==> src/rtl/seg7_scan_driver.sv <==
// seg7_scan_driver: multiplexed 4-digit seven-segment scan driver.
// Four BCD digits plus decimal points are loaded over a valid/ready port
// into a pending buffer. They are promoted to the displayed set only at a
// frame wrap, so a frame never shows a mix of old and new digits.
// A per-slot brightness duty gates digit_en.
// Optional build macro: SEG7_LEADING_ZERO_BLANK_EN. When defined, leading
// zero digits 3..1 are blanked. Digit 0 is always shown.
module seg7_scan_driver #(
    parameter int SCAN_DIV = 2500
) (
    input  logic        clk,
    input  logic        rst_n,
    input  logic        ena,
    input  logic        load_valid,
    output logic        load_ready,
    input  logic [15:0] digits_in,
    input  logic [3:0]  dp_in,
    input  logic [2:0]  brightness,
    output logic [6:0]  segments,
    output logic        dp_out,
    output logic [3:0]  digit_en,
    output logic        frame_done
);

    localparam int            PW     = (SCAN_DIV > 1) ? $clog2(SCAN_DIV) : 1;
    localparam logic [PW-1:0] P_LAST = PW'(SCAN_DIV - 1);

    logic [PW-1:0] r_presc;
    logic [1:0]    r_scan_idx;
    logic [15:0]   r_active_digits;
    logic [3:0]    r_active_dp;
    logic [15:0]   r_pend_digits;
    logic [3:0]    r_pend_dp;
    logic          r_pend_full;
    logic [6:0]    r_seg;
    logic          r_dp;
    logic [3:0]    r_digit_en;

    logic          w_slot_end;
    logic          w_frame_end;
    logic          w_accept;
    logic [19:0]   w_on_cycles;
    logic          w_lit;
    logic [15:0]   w_upper;
    logic [3:0]    w_cur_bcd;
    logic          w_blank;
    logic [6:0]    w_seg_dec;

    assign w_slot_end  = ena & (r_presc == P_LAST);
    assign w_frame_end = w_slot_end & (r_scan_idx == 2'd3);
    assign load_ready  = ena & ~r_pend_full;
    assign w_accept    = load_valid & load_ready;
    assign frame_done  = w_frame_end;

    // Lit-cycle count per slot: ((brightness+1)*SCAN_DIV)>>3, fits in 20 bits for SCAN_DIV <= 2^16.
    assign w_on_cycles = 20'((({17'd0, brightness} + 20'd1) * 20'(SCAN_DIV)) >> 3);
    assign w_lit       = (20'(r_presc) < w_on_cycles);

    // The selected digit sits in the low nibble of w_upper; the rest are the higher digits.
    assign w_upper     = r_active_digits >> {r_scan_idx, 2'b00};
    assign w_cur_bcd   = w_upper[3:0];

`ifdef SEG7_LEADING_ZERO_BLANK_EN
    assign w_blank = (r_scan_idx != 2'd0) && (w_upper == 16'd0);
`else
    assign w_blank = 1'b0;
`endif

    // BCD to a..g decode; codes 10..15 are blank.
    always_comb begin
        w_seg_dec = 7'h00;
        case (w_cur_bcd)
            4'd0:    w_seg_dec = 7'h3F;
            4'd1:    w_seg_dec = 7'h06;
            4'd2:    w_seg_dec = 7'h5B;
            4'd3:    w_seg_dec = 7'h4F;
            4'd4:    w_seg_dec = 7'h66;
            4'd5:    w_seg_dec = 7'h6D;
            4'd6:    w_seg_dec = 7'h7D;
            4'd7:    w_seg_dec = 7'h07;
            4'd8:    w_seg_dec = 7'h7F;
            4'd9:    w_seg_dec = 7'h6F;
            default: w_seg_dec = 7'h00;
        endcase
        if (w_blank) begin
            w_seg_dec = 7'h00;
        end
    end

    // Scan position: prescaler wraps each slot and advances the digit index; both hold while disabled.
    always_ff @(posedge clk or negedge rst_n) begin
        if (!rst_n) begin
            r_presc    <= '0;
            r_scan_idx <= 2'd0;
        end else if (ena) begin
            if (r_presc == P_LAST) begin
                r_presc    <= '0;
                r_scan_idx <= r_scan_idx + 2'd1;
            end else begin
                r_presc <= r_presc + PW'(1);
            end
        end
    end

    // Pending/active buffers. A load on the wrap cycle lands in pending and waits a full frame.
    always_ff @(posedge clk or negedge rst_n) begin
        if (!rst_n) begin
            r_active_digits <= 16'd0;
            r_active_dp     <= 4'd0;
            r_pend_digits   <= 16'd0;
            r_pend_dp       <= 4'd0;
            r_pend_full     <= 1'b0;
        end else begin
            if (w_frame_end && r_pend_full) begin
                r_active_digits <= r_pend_digits;
                r_active_dp     <= r_pend_dp;
                r_pend_full     <= 1'b0;
            end
            if (w_accept) begin
                r_pend_digits <= digits_in;
                r_pend_dp     <= dp_in;
                r_pend_full   <= 1'b1;
            end
        end
    end

    // Registered display outputs, one cycle behind the scan position; all dark while disabled.
    always_ff @(posedge clk or negedge rst_n) begin
        if (!rst_n) begin
            r_seg      <= 7'h00;
            r_dp       <= 1'b0;
            r_digit_en <= 4'h0;
        end else if (ena) begin
            r_seg      <= w_seg_dec;
            r_dp       <= r_active_dp[r_scan_idx];
            r_digit_en <= w_lit ? (4'b0001 << r_scan_idx) : 4'h0;
        end else begin
            r_seg      <= 7'h00;
            r_dp       <= 1'b0;
            r_digit_en <= 4'h0;
        end
    end

    assign segments = r_seg;
    assign dp_out   = r_dp;
    assign digit_en = r_digit_en;

endmodule

==> config.mk <==
export PLATFORM = sky130hd
export DESIGN_NAME = seg7_scan_driver
export DESIGN_NICKNAME = d
export VERILOG_FILES = /design/src/rtl/seg7_scan_driver.sv
export SDC_FILE = /design/constraint.sdc
export NUM_CORES = 1
export LEC_CHECK = 0
export BUFFER_PORTS_ARGS = -buffer_cell sky130_fd_sc_hd__buf_4
export CAP_MARGIN = 20
export CORE_ASPECT_RATIO = 1.5
export CORE_MARGIN = 5
export CORE_UTILIZATION = 53
export CTS_CLUSTER_SIZE = 8
export DETAILED_ROUTE_END_ITERATION = 12
export PLACE_DENSITY = 0.76
export SKIP_LAST_GASP = 1
export SLEW_MARGIN = 20
export SYNTH_ARGS = -nofsm -noshare
export SYNTH_HDL_FRONTEND = slang
export SYNTH_SLANG_ARGS = --single-unit
==> constraint.sdc <==
create_clock -name clk -period 2 [get_ports clk]
set_input_delay 0.1 -clock clk [delete_from_list [all_inputs] [get_ports clk]]
set_output_delay 0.1 -clock clk [all_outputs]
set_load 0.03 [all_outputs]
* Word-level counts from Yosys, hierarchy flattened *
Memory sizes are Yosys's and may differ from the RTL's.
Index checks and enable logic that the tools add are counted.

operators by class
  reduce and logical (&&, ||, !) cells = 3
  shift-type cells = 2
  eq/ne operators = 2
  multiply operators = 1
  mux-type cells = 9
  add/subtract/negate cells = 3
  div/mod/pow operators = 0
  magnitude comparators = 2
  bitwise logic cells = 5

operator list
  operator               number
  $shr 16x4->4           1
  $mul 4x10->14 const B  1
  $lt 12x13->1           1
  $add 12x1->12 const B  1
  $eq 12x12->1 const B   1
  $mux 12                1
  $mux 4                 2
  $mux 7                 1
  $add 3x1->4 const B    1
  $and 1x1->1            4
  $mux 1                 4
  $shl 1x2->4 const A    1
  $lt 2x3->1 const B     1
  $add 2x1->2 const B    1
  $bmux 1 s2             1
  $eq 2x2->1 const B     1
  $reduce_and 2->1       1
  $reduce_bool 2->1      1
  $logic_and 1x1->1      1
  $not 1->1              1

storage, ports and cells
  bits in latches = 0
  bits in read-only memories = 112
  bits in writable memories = 0
  register bits = 67
  bits of input ports = 27
  memories = 1

memories
  memory           words  width  read ports  clocked after memory_dff  write ports  line  text
  (no name shown)  16     7      1           0                         0            72    case (w_cur_bcd)

* Longest topological paths before layout *
  word-level depth = 6
  gate-level depth with buffers = 18

* Worst setup path after synthesis *
No wires, ideal clock.

  kind = in2reg
  start point = input port brightness[0]
  end point = register r_digit_en[0] (netlist: digit_en[0])
  arrival = 3.477 ns
  cell stages on the path = 17
  setup slack = -1.608 ns
  buffers on the path = 0
  path through = ha_1 > xnor2_1 > ha_1 > inv_1 > ha_1 > ha_1 > ha_1 > a21o_1 > a221oi_1 > nor2_1 > xnor2_1 > ha_1 > nand3_1 > a211oi_1 > nand2_1 > a31oi_1 > nor2_1

between the ends
  cells in the longest elaborated chain, start to end = 5

RTL lines
  what                    line  text
  start: declaration      18    input logic [2:0] brightness,
  $add 3x1->4             56    assign w_on_cycles = 20'((({17'd0, brightness} + 20'd1) * 20'(SCAN_DIV)) >> 3);
  $mul 4x10->14           56
  $lt 12x13->1            57    assign w_lit = (20'(r_presc) < w_on_cycles);
  $mux 4                  136   r_digit_en <= w_lit ? (4'b0001 << r_scan_idx) : 4'h0;
  $mux 4                  133   end else if (ena) begin
  end signal: assignment  136
  end: declaration        37    logic [3:0] r_digit_en;

No other way between the ends.
A chain may end at the register's enable or synchronous reset.

* Worst setup path in the final report *
  start point = input port brightness[0]
  end point = register r_digit_en[3] (netlist: digit_en[3])

Same word-level chain as after synthesis.

==> summary.md <==
| Metric | Value |
|---|---|
| LEAKAGE | 2.46 nW |
| Synth area leader | dfrtp_1 |
| P per Cell Area | 758 mW/mm^2 |
| Die area | about 0.0085 sq mm |
| Setup Viol. Count Final | 4 |
| First-pass GRT wire length | roughly 12,000 um |
| Status | finished, violations left |
| Worst-path maximum fanout | 4 |
| Period utilization | 157% |
| Wire per inst | ~16 um |
| Number of flops mapped to enable cells by yosys | 0 |
| Final wirelength | about 7300 um |
| Gr ovfl total | 0 |
| Mapped Cells | approximately 290 |
| Gpl congestion | 0.835 |
| Fin Clk Skew | approximately 0.0072 ns |
| Most frequent cells in the layout | buf_4, dfrtp_1, ha_1 |
| Drt drc | 0 |
| Total negative slack | -4.50 ns |
| Vias in the first global route | between 2k and 3k |
| Flops & latches, synth | between 60 and 70 |
| Worst VDD drop | between 0.0006 and 0.0007 V |
| FILL cells | 410 |
| Setup crit end kind | flip-flop |
| Sequential share of the synthesized area | a little under half |
| Largest stage delay on the critical path | between 0.3 and 0.4 ns |
| Yosys cell types | 38 |
| CTS Root Cell | clkbuf_8 |
| Post-synthesis async set-or-reset flop share | 100% |
| Layout cell share with drive strength beyond 1 | 42.3% |
| Worst Path Buf+Inv | 2 |
| Nets@finish | around 450 |
| Worst-Margin Slew | between 0.8 and 0.9 ns |
| Crit path launch type | input pin |
| Hold Worst Slack | 0.0916 ns |
| Yosys warns | 0 |
| Fin cells | between 400 and 500 |
| Die height | 110 um |
| Final HPWL DP | ~5000 um |
| Total CTS buffers | 9 |
| Storage cell area | 0.00168 sq mm |
| Area of the multi-input gates | around 0.002 sq mm |
| Relative slew slack | between 40% and 50% |
| Fin. max-slew vios | 0 |
| P&R area growth vs syn | 35.5% |
| Largest net degree at the start of global routing | a little under 70 |
| Synth Flop Type | dfrtp_1 |
| Worst-skew pair later-pin latency | between 0.3 and 0.4 ns |
| CTS max path bufs | 2 |
| Starting Density | between 50% and 60% |
| CP max-delay cell | ha_1 |
| Syn nets | 350 |
| # port buffers | 40 |
| Period minus WS final | ~3.1 ns |
| Syn Std Cell Area | between 0.003 and 0.004 sq mm |
| Final setup margin | -1.13 ns |
| Failing checks | negative setup slack |
| Final core occ | around 74% |
| Top cell type's share of synthesized area | a little under half |
| DRT iter0 DRCs | about 100 |
| Hold Path Class | in -> reg |
| Floorplan core area | between 0.006 and 0.007 sq mm |
| Chip Width | 77.0 um |
| Crit-path cells | buf_8 > ha_4 > xnor2_4 > ha_4 > inv_4 > ha_4 > o21bai_4 > ha_4 > ha_4 > and3_4 > a221oi_4 > nor2_2 > xnor2_1 > ha_1 > nand3_2 > a211oi_2 > nand2_1 > a31oi_4 > nor2_1 |
| DR pass1 iterations | 4 |
| Post-Syn Area per Cell | ~12 sq um |
| RSZ-0062 raised after global routing | yes |
| Place WS | -1.56 ns |
| CP Class | in -> reg |
| Commonest non-fill, non-tap cell in the layout | buf_4 |
| CTS H-Tree Depth | 3 |
| CP required | roughly 2.2 ns |
| # Max-Cap Violations | 0 |
| N_diodes | 0 |
| Maximum clock rate | between 0.3 and 0.4 GHz |
| Initial antenna violation count | 0 |
| Worst endpoint data arrival time | around 3.4 ns |
| Final hold violations | 0 |
| Final ANT Viol Nets | 0 |
| I/O pins | between 40 and 50 |
| CTS clk-pin slew, worst paths | ~0.070 ns |
| # clock sinks | between 60 and 70 |
| Most used cell, CP | ha_4 |
| Area contributors post-synth | dfrtp_1, ha_1, mux2_4 |
| Via/cell ratio | between 5 and 6 |
| Placed insts | about 420 |
| CTS tree | yes |
| GR Util All Layers | 18.1% |
| Core Rows | 36 |
| Via Count | about 2.4k |
| CP delay by family, top | adder cells |
## area by class of cell
type	count	share of cell area [%]
multi-input combinational	195	40.8
timing repair buffer	96	16.7
clock inverter	4	1.50
clock buffer	12	3.21
tap	76	1.97
sequential	67	34.7
inverter	14	1.14
## cell families (layout without fill, tap and decap cells)
group	count (synthesis)	after routing	synth area share [%]
AO/OA/AOI/OAI	32	32	5.40
AND/OR/NAND/NOR	60	60	8.63
flip-flops	67	67	47.0
adder cells (fa/ha/maj)	37	37	13.0
XOR/XNOR	17	17	4.17
multiplexers	49	49	18.8
buffers and inverters	24	126	3.09
## path summary, 6_finish.rpt
| path | cells past startpoint | endpoint | start | slack (ns) |
|---|---|---|---|---|
| max | 19 | digit_en[3]$_DFF_PN0_ | brightness[0] | -1.13 |
| max reg2reg | 5 | r_active_digits[13]$_DFFE_PN0P_ | r_presc[9]$_DFFE_PN0P_ | 0.08 |
| min reg2reg | 1 | r_active_digits[12]$_DFFE_PN0P_ | r_pend_digits[12]$_DFFE_PN0P_ | 0.50 |
| min | 3 | digit_en[2]$_DFF_PN0_ | ena | 0.09 |
| min in group asynchronous | 2 | r_pend_dp[3]$_DFFE_PN0P_ | rst_n | 0.39 |
| max in group asynchronous | 2 | digit_en[0]$_DFF_PN0_ | rst_n | 1.07 |
## worst reg2reg max path: stages (launching register included)
cell     delay, ns
dfrtp_1       0.38
or4_4         0.58
nor3_4        0.18
nand4_2       0.16
buf_12        0.20
mux2_4        0.32
## report_power, final
group | switching, W | internal [W] | total, W
Combinational | 0.000435 | 0.000496 | 0.000931
Sequential | 0.0000405 | 0.00144 | 0.00148
Clock | 0.000488 | 0.000768 | 0.00126
## sequential cells by signal, indices dropped and copies added, names as in the netlist, 2 cells and up
signal / cells
r_active_digits: 16
r_scan_idx: 2
r_active_dp: 4
r_pend_digits: 16
r_pend_dp: 4
r_presc: 12
segments: 7
digit_en: 4
## cell usage after synthesis, types with 2 or more instances
master and count:
clkbuf_1 4, dfrtp_1 67, nor2_1 18, xor2_1 5, a21o_1 4, o21ai_0 8
nor3_1 3, xnor2_1 12, nand2b_1 2, a21oi_1 9, mux2i_1 2, a31oi_1 3
nand3_1 5, mux2_4 20, nand2_1 18, ha_1 37, o21bai_1 2, and3_1 3
o22ai_1 2, mux2_2 23, nand4_1 2, and2_1 2, clkbuf_2 3, mux4_2 4
buf_6 2, inv_1 14
## metrics by stage
step / cell area [sq um] / total power [W]
after floorplan: 3620 / 0.00193
after global placement: 4190 / 0.00224
after detailed placement: 4190 / 0.00227
after CTS: 4720 / 0.00362
after global routing: 4830 / 0.00387
final: 4830 / 0.00367
## per-layer routing
| layer | vias up | routed length [um] | track usage (%) |
|---|---|---|---|
| met5 | - | 0 | 0 |
| met1 | 1183 | 2750 | 20.1 |
| met3 | 12 | 214 | 4.23 |
| met2 | 34 | 4150 | 32.1 |
| li1 | 1192 | - | - |
| met4 | 0 | 187 | 8.60 |
## what timing repair did
item | in CTS | in global routing
endpoints found under the hold margin | 87 | 0
cloned | 0 | 0
hold buffers | 21 | 0
pin swaps | 17 | 18
setup buffers | 3 | 2
resized for setup | 14 | 13
endpoints found under the setup margin | 4 | 6
(Power assumes the default switching activity.)
